**config.mk**
```make
export PLATFORM = sky130hd
export DESIGN_NAME = gift_tile_map
export DESIGN_NICKNAME = d
export VERILOG_FILES = /design/src/rtl/bumpy_pkg.sv /design/src/rtl/gift_tile_map_level_rom.sv /design/src/rtl/gift_tile_map.sv
export SDC_FILE = /design/constraint.sdc
export NUM_CORES = 1
export LEC_CHECK = 0
export ABC_AREA = 1
export CAP_MARGIN = 10
export CORE_MARGIN = 4
export CORE_UTILIZATION = 50
export CTS_BUF_LIST = sky130_fd_sc_hd__clkbuf_4 sky130_fd_sc_hd__clkbuf_8 sky130_fd_sc_hd__clkbuf_16
export DETAILED_ROUTE_END_ITERATION = 10
export PLACE_DENSITY = 0.66
export SYNTH_ARGS = -nofsm -noshare
export SYNTH_HDL_FRONTEND = slang
export SYNTH_SLANG_ARGS = --single-unit
```
**constraint.sdc**
```tcl
create_clock -name clk -period 13.4 [get_ports clk]
set_input_delay 1.34 -clock clk [delete_from_list [all_inputs] [get_ports clk]]
set_output_delay 1.34 -clock clk [all_outputs]
set_load 0.1 [all_outputs]
```
**src/rtl/bumpy_pkg.sv**
```systemverilog
// Shared definitions for the Bumpy play field: tile codes, map geometry
// and the tile-map sequencing states.
package bumpy_pkg;
  localparam logic [1:0] TILE_BG    = 2'b00;
  localparam logic [1:0] TILE_FLOOR = 2'b01;
  localparam logic [1:0] TILE_GIFT  = 2'b10;
  localparam logic [1:0] TILE_HOLE  = 2'b11;

  localparam int MAP_COLS_DEF   = 20;
  localparam int MAP_ROWS_DEF   = 15;
  localparam int TILE_SHIFT_DEF = 5;
  localparam int GIFT_W_DEF     = 6;

  typedef enum logic [1:0] {
    ST_LOAD = 2'd0,
    ST_ARM  = 2'd1,
    ST_RUN  = 2'd2
  } map_state_t;
endpackage

```
**src/rtl/gift_tile_map_level_rom.sv**
```systemverilog
// Synchronous level ROM: one 2-bit tile code per map address, 1-cycle latency.
// LEVEL_ID 0 is the normal level; LEVEL_ID 1 is a gift-flooded level.
module level_rom
  import bumpy_pkg::*;
#(
  parameter int AW       = 9,
  parameter int LEVEL_ID = 0
) (
  input  logic          i_clk,
  input  logic [AW-1:0] i_addr,
  output logic [1:0]    o_data
);
  // Addresses assume a 20-column map: bottom row is floor, hole at (18,13).
  function automatic logic [1:0] rom_word(input int a);
    logic [1:0] code;
    code = TILE_BG;
    if (a >= 280 && a < 300) code = TILE_FLOOR;
    else if (a == 278) code = TILE_HOLE;
    else if (LEVEL_ID == 1) begin
      if (a < 70) code = TILE_GIFT;
    end
    else if (a == 22 || a == 110 || a == 197) code = TILE_GIFT;
    else if (a >= 65 && a <= 69) code = TILE_FLOOR;
    return code;
  endfunction

  logic [1:0] r_data;

  always_ff @(posedge i_clk) begin
    r_data <= rom_word(int'(i_addr));
  end

  assign o_data = r_data;
endmodule

```
**src/rtl/gift_tile_map.sv**
```systemverilog
// Tile-map store: copies the level ROM into a writable tile RAM, answers
// per-pixel tile lookups and turns collected gifts into background.
module gift_tile_map
  import bumpy_pkg::*;
#(
  parameter int MAP_COLS   = MAP_COLS_DEF,
  parameter int MAP_ROWS   = MAP_ROWS_DEF,
  parameter int TILE_SHIFT = TILE_SHIFT_DEF,
  parameter int GIFT_W     = GIFT_W_DEF,
  parameter int LEVEL_ID   = 0
) (
  input  logic                  clk,
  input  logic                  reset,
  input  logic                  startOfFrame,
  input  logic                  levelLoad,
  input  logic [10:0]           pixelX,
  input  logic [10:0]           pixelY,
  input  logic                  WriteEn,
  output logic                  drawing_request_Tile,
  output logic [1:0]            TileType,
  output logic [TILE_SHIFT-1:0] offsetX,
  output logic [TILE_SHIFT-1:0] offsetY,
  output logic [GIFT_W-1:0]     numOfGifts,
  output logic                  loadBusy
);
  localparam int N  = MAP_COLS * MAP_ROWS;
  localparam int AW = $clog2(N + 1);
  localparam logic [10:0]       COLS_L  = 11'(MAP_COLS);
  localparam logic [10:0]       ROWS_L  = 11'(MAP_ROWS);
  localparam logic [AW-1:0]     LAST_A  = AW'(N);
  localparam logic [GIFT_W-1:0] CNT_MAX = '1;

  map_state_t            r_state;
  logic [AW-1:0]         r_load_addr;
  logic [AW-1:0]         r_lk_addr;
  logic                  r_lk_in;
  logic [GIFT_W-1:0]     r_count;
  logic [1:0]            r_tile;
  logic                  r_draw;
  logic [TILE_SHIFT-1:0] r_off_x;
  logic [TILE_SHIFT-1:0] r_off_y;
  logic [1:0]            r_ram [N];

  logic [10:0]   w_col;
  logic [10:0]   w_row;
  logic          w_in_map;
  logic [AW-1:0] w_rd_addr;
  logic [AW-1:0] w_load_wa;
  logic [1:0]    w_rom_data;
  logic [1:0]    w_rd_code;
  logic [1:0]    w_look_code;
  logic [1:0]    w_disp;
  logic          w_run;
  logic          w_collect;
  logic          w_load_wr;

  level_rom #(.AW(AW), .LEVEL_ID(LEVEL_ID)) u_rom (
    .i_clk  (clk),
    .i_addr (r_load_addr),
    .o_data (w_rom_data)
  );

  assign w_col     = pixelX >> TILE_SHIFT;
  assign w_row     = pixelY >> TILE_SHIFT;
  assign w_in_map  = (w_col < COLS_L) && (w_row < ROWS_L);
  assign w_rd_addr = w_in_map ? AW'(w_row * COLS_L + w_col) : '0;
  assign w_rd_code = w_in_map ? r_ram[w_rd_addr] : TILE_BG;
  assign w_run     = (r_state == ST_RUN);

  // The strobe refers to the tile shown this cycle, i.e. last cycle's lookup.
  assign w_collect = w_run && WriteEn && !levelLoad && r_lk_in &&
                     (r_ram[r_lk_addr] == TILE_GIFT);
  assign w_look_code = (w_collect && w_in_map && (w_rd_addr == r_lk_addr)) ?
                       TILE_BG : w_rd_code;
  assign w_disp = ((w_look_code == TILE_HOLE) && (r_count != '0)) ? TILE_BG : w_look_code;

  // ROM data lags the address by one cycle, so address k writes word k-1.
  assign w_load_wr = (r_state == ST_LOAD) && !levelLoad && (r_load_addr != '0);
  assign w_load_wa = r_load_addr - AW'(1);

  always_ff @(posedge clk) begin
    if (w_load_wr) r_ram[w_load_wa] <= w_rom_data;
    else if (w_collect) r_ram[r_lk_addr] <= TILE_BG;
  end

  // LOAD: ROM->RAM copy plus drain, ARM: wait frame start, RUN: lookup+collect
  always_ff @(posedge clk or posedge reset) begin
    if (reset) begin
      r_state     <= ST_LOAD;
      r_load_addr <= '0;
      r_count     <= '0;
      r_lk_addr   <= '0;
      r_lk_in     <= 1'b0;
      r_tile      <= TILE_BG;
      r_draw      <= 1'b0;
      r_off_x     <= '0;
      r_off_y     <= '0;
    end else begin
      r_lk_addr <= w_rd_addr;
      r_lk_in   <= w_in_map;
      r_tile    <= w_disp;
      r_draw    <= w_run && (w_disp != TILE_BG);
      r_off_x   <= pixelX[TILE_SHIFT-1:0];
      r_off_y   <= pixelY[TILE_SHIFT-1:0];
      if (levelLoad) begin
        r_state     <= ST_LOAD;
        r_load_addr <= '0;
        r_count     <= '0;
      end else begin
        case (r_state)
          ST_LOAD: begin
            if (w_load_wr && (w_rom_data == TILE_GIFT) && (r_count != CNT_MAX))
              r_count <= r_count + GIFT_W'(1);
            if (r_load_addr == LAST_A) r_state <= ST_ARM;
            else r_load_addr <= r_load_addr + AW'(1);
          end
          ST_ARM: begin
            if (startOfFrame) r_state <= ST_RUN;
          end
          ST_RUN: begin
            if (w_collect && (r_count != '0)) r_count <= r_count - GIFT_W'(1);
          end
          default: r_state <= ST_LOAD;
        endcase
      end
    end
  end

  assign TileType             = r_tile;
  assign drawing_request_Tile = r_draw;
  assign offsetX              = r_off_x;
  assign offsetY              = r_off_y;
  assign numOfGifts           = r_count;
  assign loadBusy             = (r_state != ST_RUN);
endmodule
```
# After elaboration in Yosys (flattened, before gate mapping)
# Memories as Yosys holds them, arrays and structs flattened.
# Index checks and enable logic that the tools add are counted.
dict set report op_classes {
  n_addsub 5
  multipliers 1
  n_lt_le_gt_ge 6
  n_eq_ne 19
  muxes 26
  reduce_logical 30
}
# operator n
set ops {}
lappend ops {{$mux 9} 5}
lappend ops {{$eq 9x9->1 const B} 3}
lappend ops {{$mux 2} 9}
lappend ops {{$mux 6} 3}
lappend ops {{$logic_and 1x1->1} 16}
lappend ops {{$pmux 6 s2} 1}
lappend ops {{$add 9x1->9 const B} 1}
lappend ops {{$add 9x6->9} 1}
lappend ops {{$eq 9x6->1 const B} 1}
lappend ops {{$eq 9x8->1 const B} 1}
lappend ops {{$eq 9x9->1} 1}
lappend ops {{$ge 9x7->1 const B} 1}
lappend ops {{$ge 9x9->1 const B} 1}
lappend ops {{$le 9x7->1 const B} 1}
lappend ops {{$lt 9x9->1 const B} 1}
lappend ops {{$ne 3x2->1 const B} 3}
lappend ops {{$reduce_bool 9->1} 1}
lappend ops {{$sub 9x1->9 const B} 1}
lappend ops {{$eq 2x2->1 const B} 4}
lappend ops {{$mul 6x3->7 const B} 1}
lappend ops {{$mux 1} 7}
lappend ops {{$add 6x1->6 const B} 1}
lappend ops {{$lt 6x4->1 const B} 1}
lappend ops {{$lt 6x5->1 const B} 1}
lappend ops {{15 further kinds} 21}
dict set report word_totals {
  reg_bits 42
  mem_bits_rw 600
  input_bits 27
  output_inout_bits 20
  word_cells 99
  n_memories 1
}
# name words word_bits rd rd_ports_with_merged_regs write_ports line_no
set memory_table {}
lappend memory_table {r_ram 300 2 2 0 1 gift_tile_map.sv:42} ;# logic [1:0] r_ram [N];

# Logic depth before layout (Yosys ltp)
# Gate-level depths: netlist (run 1).
dict set report logic_depth {
  word_depth 13
  ltp_mapped 25
  depth_no_buf 21
}

# By module
# From an unflattened synthesis (run 1), not the netlist that was laid out.
dict set report unflattened {
  hier_cells 3921
  hier_area_um2 33997.6
}
# mod n_inst cells_each area_per_inst_um2 seq_area_each_um2
set by_module_without_submodules {}
lappend by_module_without_submodules {gift_tile_map 1 3878 33766.1 19018.2}
lappend by_module_without_submodules {level_rom 1 43 231.5 40.0}

# Worst setup path before layout (run 1)
# Ideal clock, no wire load.
dict set report synth_path {
  path_kind {input to register}
  start {input port levelLoad}
  end {memory r_ram[0][0], data pin}
  setup_time_ns 1.604
  arrival_ns 9.052
  t_required_ns 11.796
  path_slack_ns 2.744
  stages 8
  path_buffers 2
  path_cell_list {clkbuf_1 -> nor2_1 -> nand3_1 -> a31oi_1 -> nand2_1 -> buf_6 -> inv_2 -> nor2_1}
}
dict set report synth_between {
  elab_chain_len 9
}
# item line_no
set synth_lines {}
lappend synth_lines {{start, declared} gift_tile_map.sv:15} ;# input logic levelLoad,
lappend synth_lines {{$logic_not 1->1 (*)} {gift_tile_map.sv:71, gift_tile_map.sv:78}}
lappend synth_lines {{$logic_and 1x1->1 (3 in series)} gift_tile_map.sv:71} ;# assign w_collect = w_run && WriteEn && !levelLoad && r_lk_in &&
lappend synth_lines {{$mux 1} gift_tile_map.sv:83} ;# else if (w_collect) r_ram[r_lk_addr] <= TILE_BG;
lappend synth_lines {{$mux 1 (*)} gift_tile_map.sv:82} ;# if (w_load_wr) r_ram[w_load_wa] <= w_rom_data;
lappend synth_lines {{$mux 1 (implied by the code) (*)} gift_tile_map.sv:83}
lappend synth_lines {{$reduce_or 2->1 (no source line) (*)} n/a}
lappend synth_lines {{$mux 2 (no source line) (*)} n/a}
lappend synth_lines {{end, declared} gift_tile_map.sv:42}
# Mark *: on every way between the ends. The rest lies on a longest branch, timed or not.

# Final worst setup path (run 1)
dict set report layout_path {
  start {register r_lk_addr[0]}
  end {memory r_ram[272][1], data pin}
}
dict set report layout_between {
  elab_chain_len 8
}
# item line_no
set layout_lines {}
lappend layout_lines {{start, declared} gift_tile_map.sv:35} ;# logic [AW-1:0] r_lk_addr;
lappend layout_lines {{start signal, assigned} gift_tile_map.sv:99} ;# r_lk_addr <= w_rd_addr;
lappend layout_lines {{$mem_v2 300x2} n/a}
lappend layout_lines {{$eq 2x2->1} gift_tile_map.sv:72} ;# (r_ram[r_lk_addr] == TILE_GIFT);
lappend layout_lines {{$logic_and 1x1->1} gift_tile_map.sv:71}
lappend layout_lines {{$mux 1} gift_tile_map.sv:83}
lappend layout_lines {{$mux 1} gift_tile_map.sv:82}
lappend layout_lines {{$mux 1 (implied by the code)} gift_tile_map.sv:83}
lappend layout_lines {{$reduce_or 2->1 (no source line)} n/a}
lappend layout_lines {{$mux 2 (no source line)} n/a}
# Every way passes these cells.

==> reports/results.ini, run 1 <==
[run_status]
status=completed

[placement]
portBuffers=46
detailed_place_hpwl_um=60300
post_dp_cell_area_um2=34600
place_inst=4580
gp_congestion=0.895

[setup_path]
critical_path.max_fanout=207
worstPathRequired_ns=13.67
end_kind=flip-flop
critPathKind=flip-flop to flip-flop
worstSetupStartpointType=flip-flop
r2r_cells=20
worstPathArrival_ns=7.90

[global_route]
grt_pass1_wl_um=168000
grt_usage_pct=30.7
grt_pass1_vias=27573
grt_antenna_before_repair=2
grt_max_degree=208
overflow=0

[detailed_routing]
wire_per_inst_um=24.0
drt_iter0_markers=4484
routed_wl_um=113000
via_count=29616
vias_per_cell=6.28
postRouteAntennaNets=0
remaining_drc_errors=0
first_pass_iters=7

[power]
p_leak_nw=13.8
ir_drop_mv=0.0843
cellPowerDensity_nw_per_um2=133

[floorplan]
dieArea_um2=71800
core_area_um2=67000
die_h_um=268
rows=95
io_pins=47
die_x_um=268
initial_utilization_pct=50.4

[timing]
report.final.slew_viol_count=0
fmaxAchievable_mhz=131
timing.final.crit_share_pct=56.9
clock_skew_ns=0.0342
period_minus_slack_ns=7.63
hold_viol=0
rsz0062_at_grt=false
fin_tns_setup_ns=0
finalSetupViolations=0
worst_pin_slew_ns=1.15
slew_headroom_pct=23.0
holdWs_ns=0.587

[clock_network]
cts_tree=built
clk_path_buf_depth=3
postCtsSetupBuffers=0
cts_num_sinks=642
numCtsBuffers=73
htreeDepth=3
clock-root-buffer=clkbuf_16
cts_resized=0
clk_pin_slew_ns=0.06
cts_hold_buffers=0
clk_latency_ns=0.62

[final_layout]
fin_cells=4714
final-seq-area_um2=19100
area_growth_syn_to_layout_pct=9.62
num-fill-cells=6066
layout_commonest_cell=nand2_1
drive_above_1_share_pct=6.04
multi_input_area_um2=13000
nets=3832
layout_common_cells=nand2_1, nand3_1, edfxtp_1
postLayoutCellArea_um2=37000

[logic_synthesis]
ys_ff_latch=642
yosysSeqAreaShare_pct=56.4
avgSynthCellArea_um2=8.65
async_flop_share_pct=6.23
synth_edf_count=600
synthesis.area_um2=33800
syn_inst=3904
ys.flop_type=edfxtp_1
yosys_warnings=0
syn_nets=3954
ys_types=50

[flow_run]
maxCapViolations=0

[min_path]
hp-class=flip-flop to flip-flop
whs_path_depth=3

-- area by class of cell --
cell class | instances | area share [%]
Tap cell | 873 | 2.95
Clock inverter | 29 | 0.723
Clock buffer | 104 | 5.84
Timing Repair Buffer | 91 | 2.22
Multi-Input combinational cell | 2825 | 35.2
Antenna cell | 1 | 0.00676
Inverter | 149 | 1.57
Sequential cell | 642 | 51.5
-- cells in the mapped netlist, types with 10 or more instances --
master    count  share of area (%)
o21ai_1      21               0.31
clkbuf_1    180                2.0
buf_2        77                1.1
nand3_1     830                 12
buf_1        27               0.30
nand2_1    1034                 11
ha_1         20               0.74
a21oi_1      42               0.62
o211ai_1     59                1.3
edfxtp_1    600                 53
o22ai_1      10               0.19
nor2_1      482                5.4
xor2_1       11               0.29
nand2_2      15               0.28
nand4_1      77                1.4
o21ai_0     152                2.3
dfrtp_1      40                3.0
inv_1       140                1.6
-- state kept, by name, summed over array words and instances (netlist names) --
register and cells:
TileType 2, r_ram 600, r_lk_in 1, u_rom.o_data 2, offsetX 5, r_lk_addr 9, numOfGifts 6, r_state 2
r_load_addr 9, offsetY 5, drawing_request_Tile 1
-- layer usage --
layer  share of wire, %  wire (µm)  GRT usage (%)  up-vias
met1                 38      43400           41.8    14041
met3                 12      13900           6.76      349
met4                4.4       4960           12.6        2
met2                 45      51100           48.2     1991
li1                   -          -              -    13233
met5             0.0097         11              0        -
-- per-stage QoR --
| stage | util [%] | total power, mW | setup WS (ns) |
|---|---|---|---|
| final | 55.2 | 4.92 | 5.77 |
| after global routing | 55.2 | 5.06 | 5.35 |
| after CTS | 55.2 | 4.92 | 6.03 |
| after detailed placement | 51.6 | 2.92 | 6.09 |
| after global placement | 51.6 | 2.91 | 6.09 |
| after floorplan | - | 2.69 | 2.74 |
-- logic make-up after synthesis --
logic type	count (synthesis)	synth area share (%)
adder cells (fa/ha/maj)	23	0.919
XOR/XNOR	14	0.363
flip-flops	642	56.4
AND/OR/NAND/NOR	2472	31.5
buffers and inverters	437	5.22
AO/OA/AOI/OAI	316	5.55
-- final timing paths --
| check | start | endpoint | slack [ns] |
|---|---|---|---|
| min in group asynchronous | reset | offsetX[4] | 1.28 |
| hold reg to reg | r_state[1] | r_state[1] | 0.59 |
| max in group asynchronous | reset | r_lk_addr[1] | 11.39 |
| setup / recovery | r_lk_addr[0] | r_ram[272][1] | 5.77 |
| setup reg to reg | r_lk_addr[0] | r_ram[272][1] | 5.77 |
| hold / removal | r_state[1] | r_state[1] | 0.59 |
-- worst max-delay path, cell delays in order (launching register included) --
cell and delay [ns]:
dfrtp_4 0.91, buf_4 0.73, buf_4 0.73, buf_4 0.80
o21ai_0 0.26, nand2_1 0.11, nand2_1 0.05, nand3_1 0.11
nand3_1 0.09, nand3_1 0.11, nand3_1 0.12, nand3_1 0.16
nand3_1 0.09, nand2_1 0.11, nand2_1 0.08, nand2_1 0.07
buf_4 0.31, inv_2 0.13, nor2_4 0.68, buf_4 0.61
buf_12 0.64
-- power by group --
part / switching [mW] / internal, mW / leakage [nW]
clock network: 0.805 / 1.22 / 1.22
logic: 0.539 / 0.150 / 6.79
registers: 0.0242 / 2.18 / 5.83
total: 1.37 / 3.55 / 13.8
(Power assumes the default switching activity.)
==> inputs of run 2 (changes only) <==
--- a/config.mk
+++ b/config.mk
@@ -11,7 +11,7 @@
 export CORE_UTILIZATION = 50
 export CTS_BUF_LIST = sky130_fd_sc_hd__clkbuf_4 sky130_fd_sc_hd__clkbuf_8 sky130_fd_sc_hd__clkbuf_16
 export DETAILED_ROUTE_END_ITERATION = 10
-export PLACE_DENSITY = 0.66
+export PLACE_DENSITY = 0.68
 export SYNTH_ARGS = -nofsm -noshare
 export SYNTH_HDL_FRONTEND = slang
 export SYNTH_SLANG_ARGS = --single-unit
==> constraint.sdc (replaced) <==
create_clock -name clk -period 6.6 [get_ports clk]
set_input_delay 0.66 -clock clk [delete_from_list [all_inputs] [get_ports clk]]
set_output_delay 0.66 -clock clk [all_outputs]
set_load 0.1 [all_outputs]
==> run 2 against run 1 <==
  * Sequential power is 100% higher
  * Critical endpoint is now r_ram[163][0]
  * Critical path depth shrank 1
  * Worst hold slack lost 0.11 ns
  * Global-route usage down 0.57 points
  * Count of clock-buffer cells in the layout is 5 lower
  * Setup slack got worse by 4.5 ns
==> reports/results.ini, run 2 (synthesis results as in run 1) <==
[run_status]
status=completed  ; unchanged

[timing]
report.final.slew_viol_count=0  ; unchanged
finalSetupViolations=0  ; unchanged
fin_ws_ns=1.30  ; was 5.77 ns
slew_headroom_pct=16.2  ; was 23.0%
fmaxAchievable_mhz=189  ; was 131 MHz
rsz0062_at_grt=false  ; unchanged
hold_viol=0  ; unchanged
timing.final.crit_share_pct=80.4  ; was 56.9%
period_minus_slack_ns=5.30  ; was 7.63 ns
clock_skew_ns=0.0225  ; was 0.0342 ns
holdWs_ns=0.478  ; was 0.587 ns
worst_pin_slew_ns=1.26  ; was 1.15 ns

[power]
cellPowerDensity_nw_per_um2=270  ; was 133 nW/µm²
p_int_mw=7.38  ; was 3.55 mW
comb_power_share_pct=13.5  ; was 14.0%
p_leak_nw=14.0  ; was 13.8 nW
swShare_pct=27.0  ; was 27.8%
power_frac_seq_pct=44.2  ; was 44.8%
p_switching_mw=2.73  ; was 1.37 mW
clock_power_share_pct=42.3  ; was 41.2%
ir_drop_mv=0.185  ; was 0.0843 mV

[clock_network]
clk_latency_ns=0.63  ; was 0.62 ns
clk_pin_slew_ns=0.06  ; about the same
cts_hold_buffers=0  ; unchanged
clk_path_buf_depth=3  ; unchanged
numCtsBuffers=72  ; was 73
cts_tree=built  ; unchanged
cts_resized=0  ; unchanged
htreeDepth=3  ; unchanged
postCtsSetupBuffers=0  ; unchanged
clock-root-buffer=clkbuf_16  ; unchanged
cts_num_sinks=642  ; unchanged

[floorplan]
dieArea_um2=71800  ; unchanged
core_area_um2=67000  ; unchanged
die_h_um=268  ; unchanged
die_x_um=268  ; unchanged
initial_utilization_pct=50.4  ; unchanged
io_pins=47  ; unchanged
rows=95  ; unchanged

[final_layout]
layout_common_cells=nand2_1, nand3_1, edfxtp_1  ; unchanged
insertedDiodeCount=0  ; was 1
area_growth_syn_to_layout_pct=11.0  ; was 9.62%
top_register=r_ram  ; unchanged
reg_top3=r_ram: 600 flops, r_lk_addr: 9 flops, r_load_addr: 9 flops  ; unchanged
layout_commonest_cell=nand2_1  ; unchanged
largest_register_ffs=600  ; unchanged
nets=3846  ; was 3,832
drive_above_1_share_pct=6.56  ; was 6.04%
utilization_pct=56.0  ; was 55.2%

[flow_run]
maxCapViolations=0  ; unchanged

[setup_path]
worstPathArrival_ns=5.59  ; was 7.90 ns
worstPathRequired_ns=6.89  ; was 13.67 ns
end_kind=flip-flop  ; unchanged
worstSetupStartpointType=flip-flop  ; unchanged
r2r-start=r_lk_addr[1]  ; was r_lk_addr[0]
rrSetupSlack_ns=1.30  ; was 5.77 ns
critPathKind=flip-flop to flip-flop  ; unchanged
critical_path.max_fanout=84  ; was 207
r2r_cells=19  ; was 20
r2r_end=r_ram[163][0]  ; was r_ram[272][1]

[detailed_routing]
via_count=29561  ; was 29,616
routed_wl_um=110000  ; was 113,000 µm
drt_iter0_markers=4439  ; was 4,484
wire_per_inst_um=23.2  ; was 24.0 µm
postRouteAntennaNets=0  ; unchanged
remaining_drc_errors=0  ; unchanged
vias_per_cell=6.25  ; was 6.28
first_pass_iters=6  ; was 7

[min_path]
whs_path_depth=1  ; was 3
hp-class=primary input to flip-flop  ; was flip-flop to flip-flop
hp-start=pixelY[2]  ; was r_state[1]
min_to=offsetY[2]  ; was r_state[1]

[global_route]
grt_usage_pct=30.1  ; was 30.7%
grt_max_degree=186  ; was 208
overflow=0  ; unchanged
grt_pass1_wl_um=165000  ; was 168,000 µm
grt_antenna_before_repair=0  ; was 2
grt_pass1_vias=28051  ; was 27,573

[placement]
gp_congestion=0.886  ; was 0.895
detailed_place_hpwl_um=58900  ; was 60,300 µm
portBuffers=46  ; unchanged
pre_cts_ws_ns=1.38  ; was 6.09 ns

==> run 2: stage by stage <==
step | TNS [ns] | total power, mW | area (µm²) | cells
after floorplan | -365.34 | 5.46 | 33800 | 3904
after global placement | 0 | 5.88 | 35000 | 4595
after detailed placement | 0 | 5.89 | 35000 | 4595
after CTS | 0 | 10.1 | 37500 | 4727
after global routing | 0 | 10.4 | 37500 | 4727
final | 0 | 10.1 | 37500 | 4727
==> run 2: final cells by class <==
class	count	area, µm²
well taps	873	1090
flip-flops and latches	642	19100
fillers	5927	29500
inverters	149	581
repair buffers	106	1200
clock buffers	99	2080
multi-input cells	2825	13000
clock inverters	33	455
==> run 2: layer usage <==
layer	track usage [%]	wire (µm)	part of all wire, %	vias up
li1	-	-	-	13273
met1	40.4	42100	38	14003
met2	47.7	49200	45	1927
met3	6.56	13100	12	358
met4	13.0	5230	4.8	0
met5	0	0	0	-
==> run 2: worst max-delay path by stage <==
| stage | from | endpoint | slack [ns] |
|---|---|---|---|
| 2_1_floorplan | r_lk_addr[0] | r_ram[0][0] | -0.61 |
| 3_3_place_gp | r_lk_addr[0] | r_ram[130][0] | 1.42 |
| 3_5_place_dp | r_lk_addr[1] | r_ram[169][0] | 1.38 |
| 4_1_cts | r_lk_addr[1] | r_ram[163][0] | 1.34 |
| 5_1_grt | r_lk_addr[1] | r_ram[257][0] | 0.97 |
| 6_report | r_lk_addr[1] | r_ram[163][0] | 1.30 |
==> run 2: critical path, cell delays in order (launching register included) <==
cell and delay, ns:
dfrtp_4 0.51, inv_6 0.53, buf_12 0.35, o21ai_0 0.13, o21ai_0 0.18, nand3_1 0.09
nand3_1 0.07, nand3_1 0.08, nand3_1 0.08, nand3_1 0.21, nand3_1 0.13, nand2_1 0.07
nand2_1 0.08, nand2_1 0.45, buf_4 0.36, o21ai_2 0.20, inv_1 0.08, nor2_2 0.27
nand3_1 0.66, nor2_1 0.39
==> run 2: power by group through the flow <==
stage | clock (mW) | combinational (mW) | sequential [mW]
2_1_floorplan | 0 | 0.769 | 4.69
3_3_place_gp | 0 | 1.33 | 4.55
3_5_place_dp | 0 | 1.33 | 4.56
4_1_cts | 4.31 | 1.34 | 4.47
5_1_grt | 4.48 | 1.45 | 4.48
6_report | 4.28 | 1.36 | 4.47
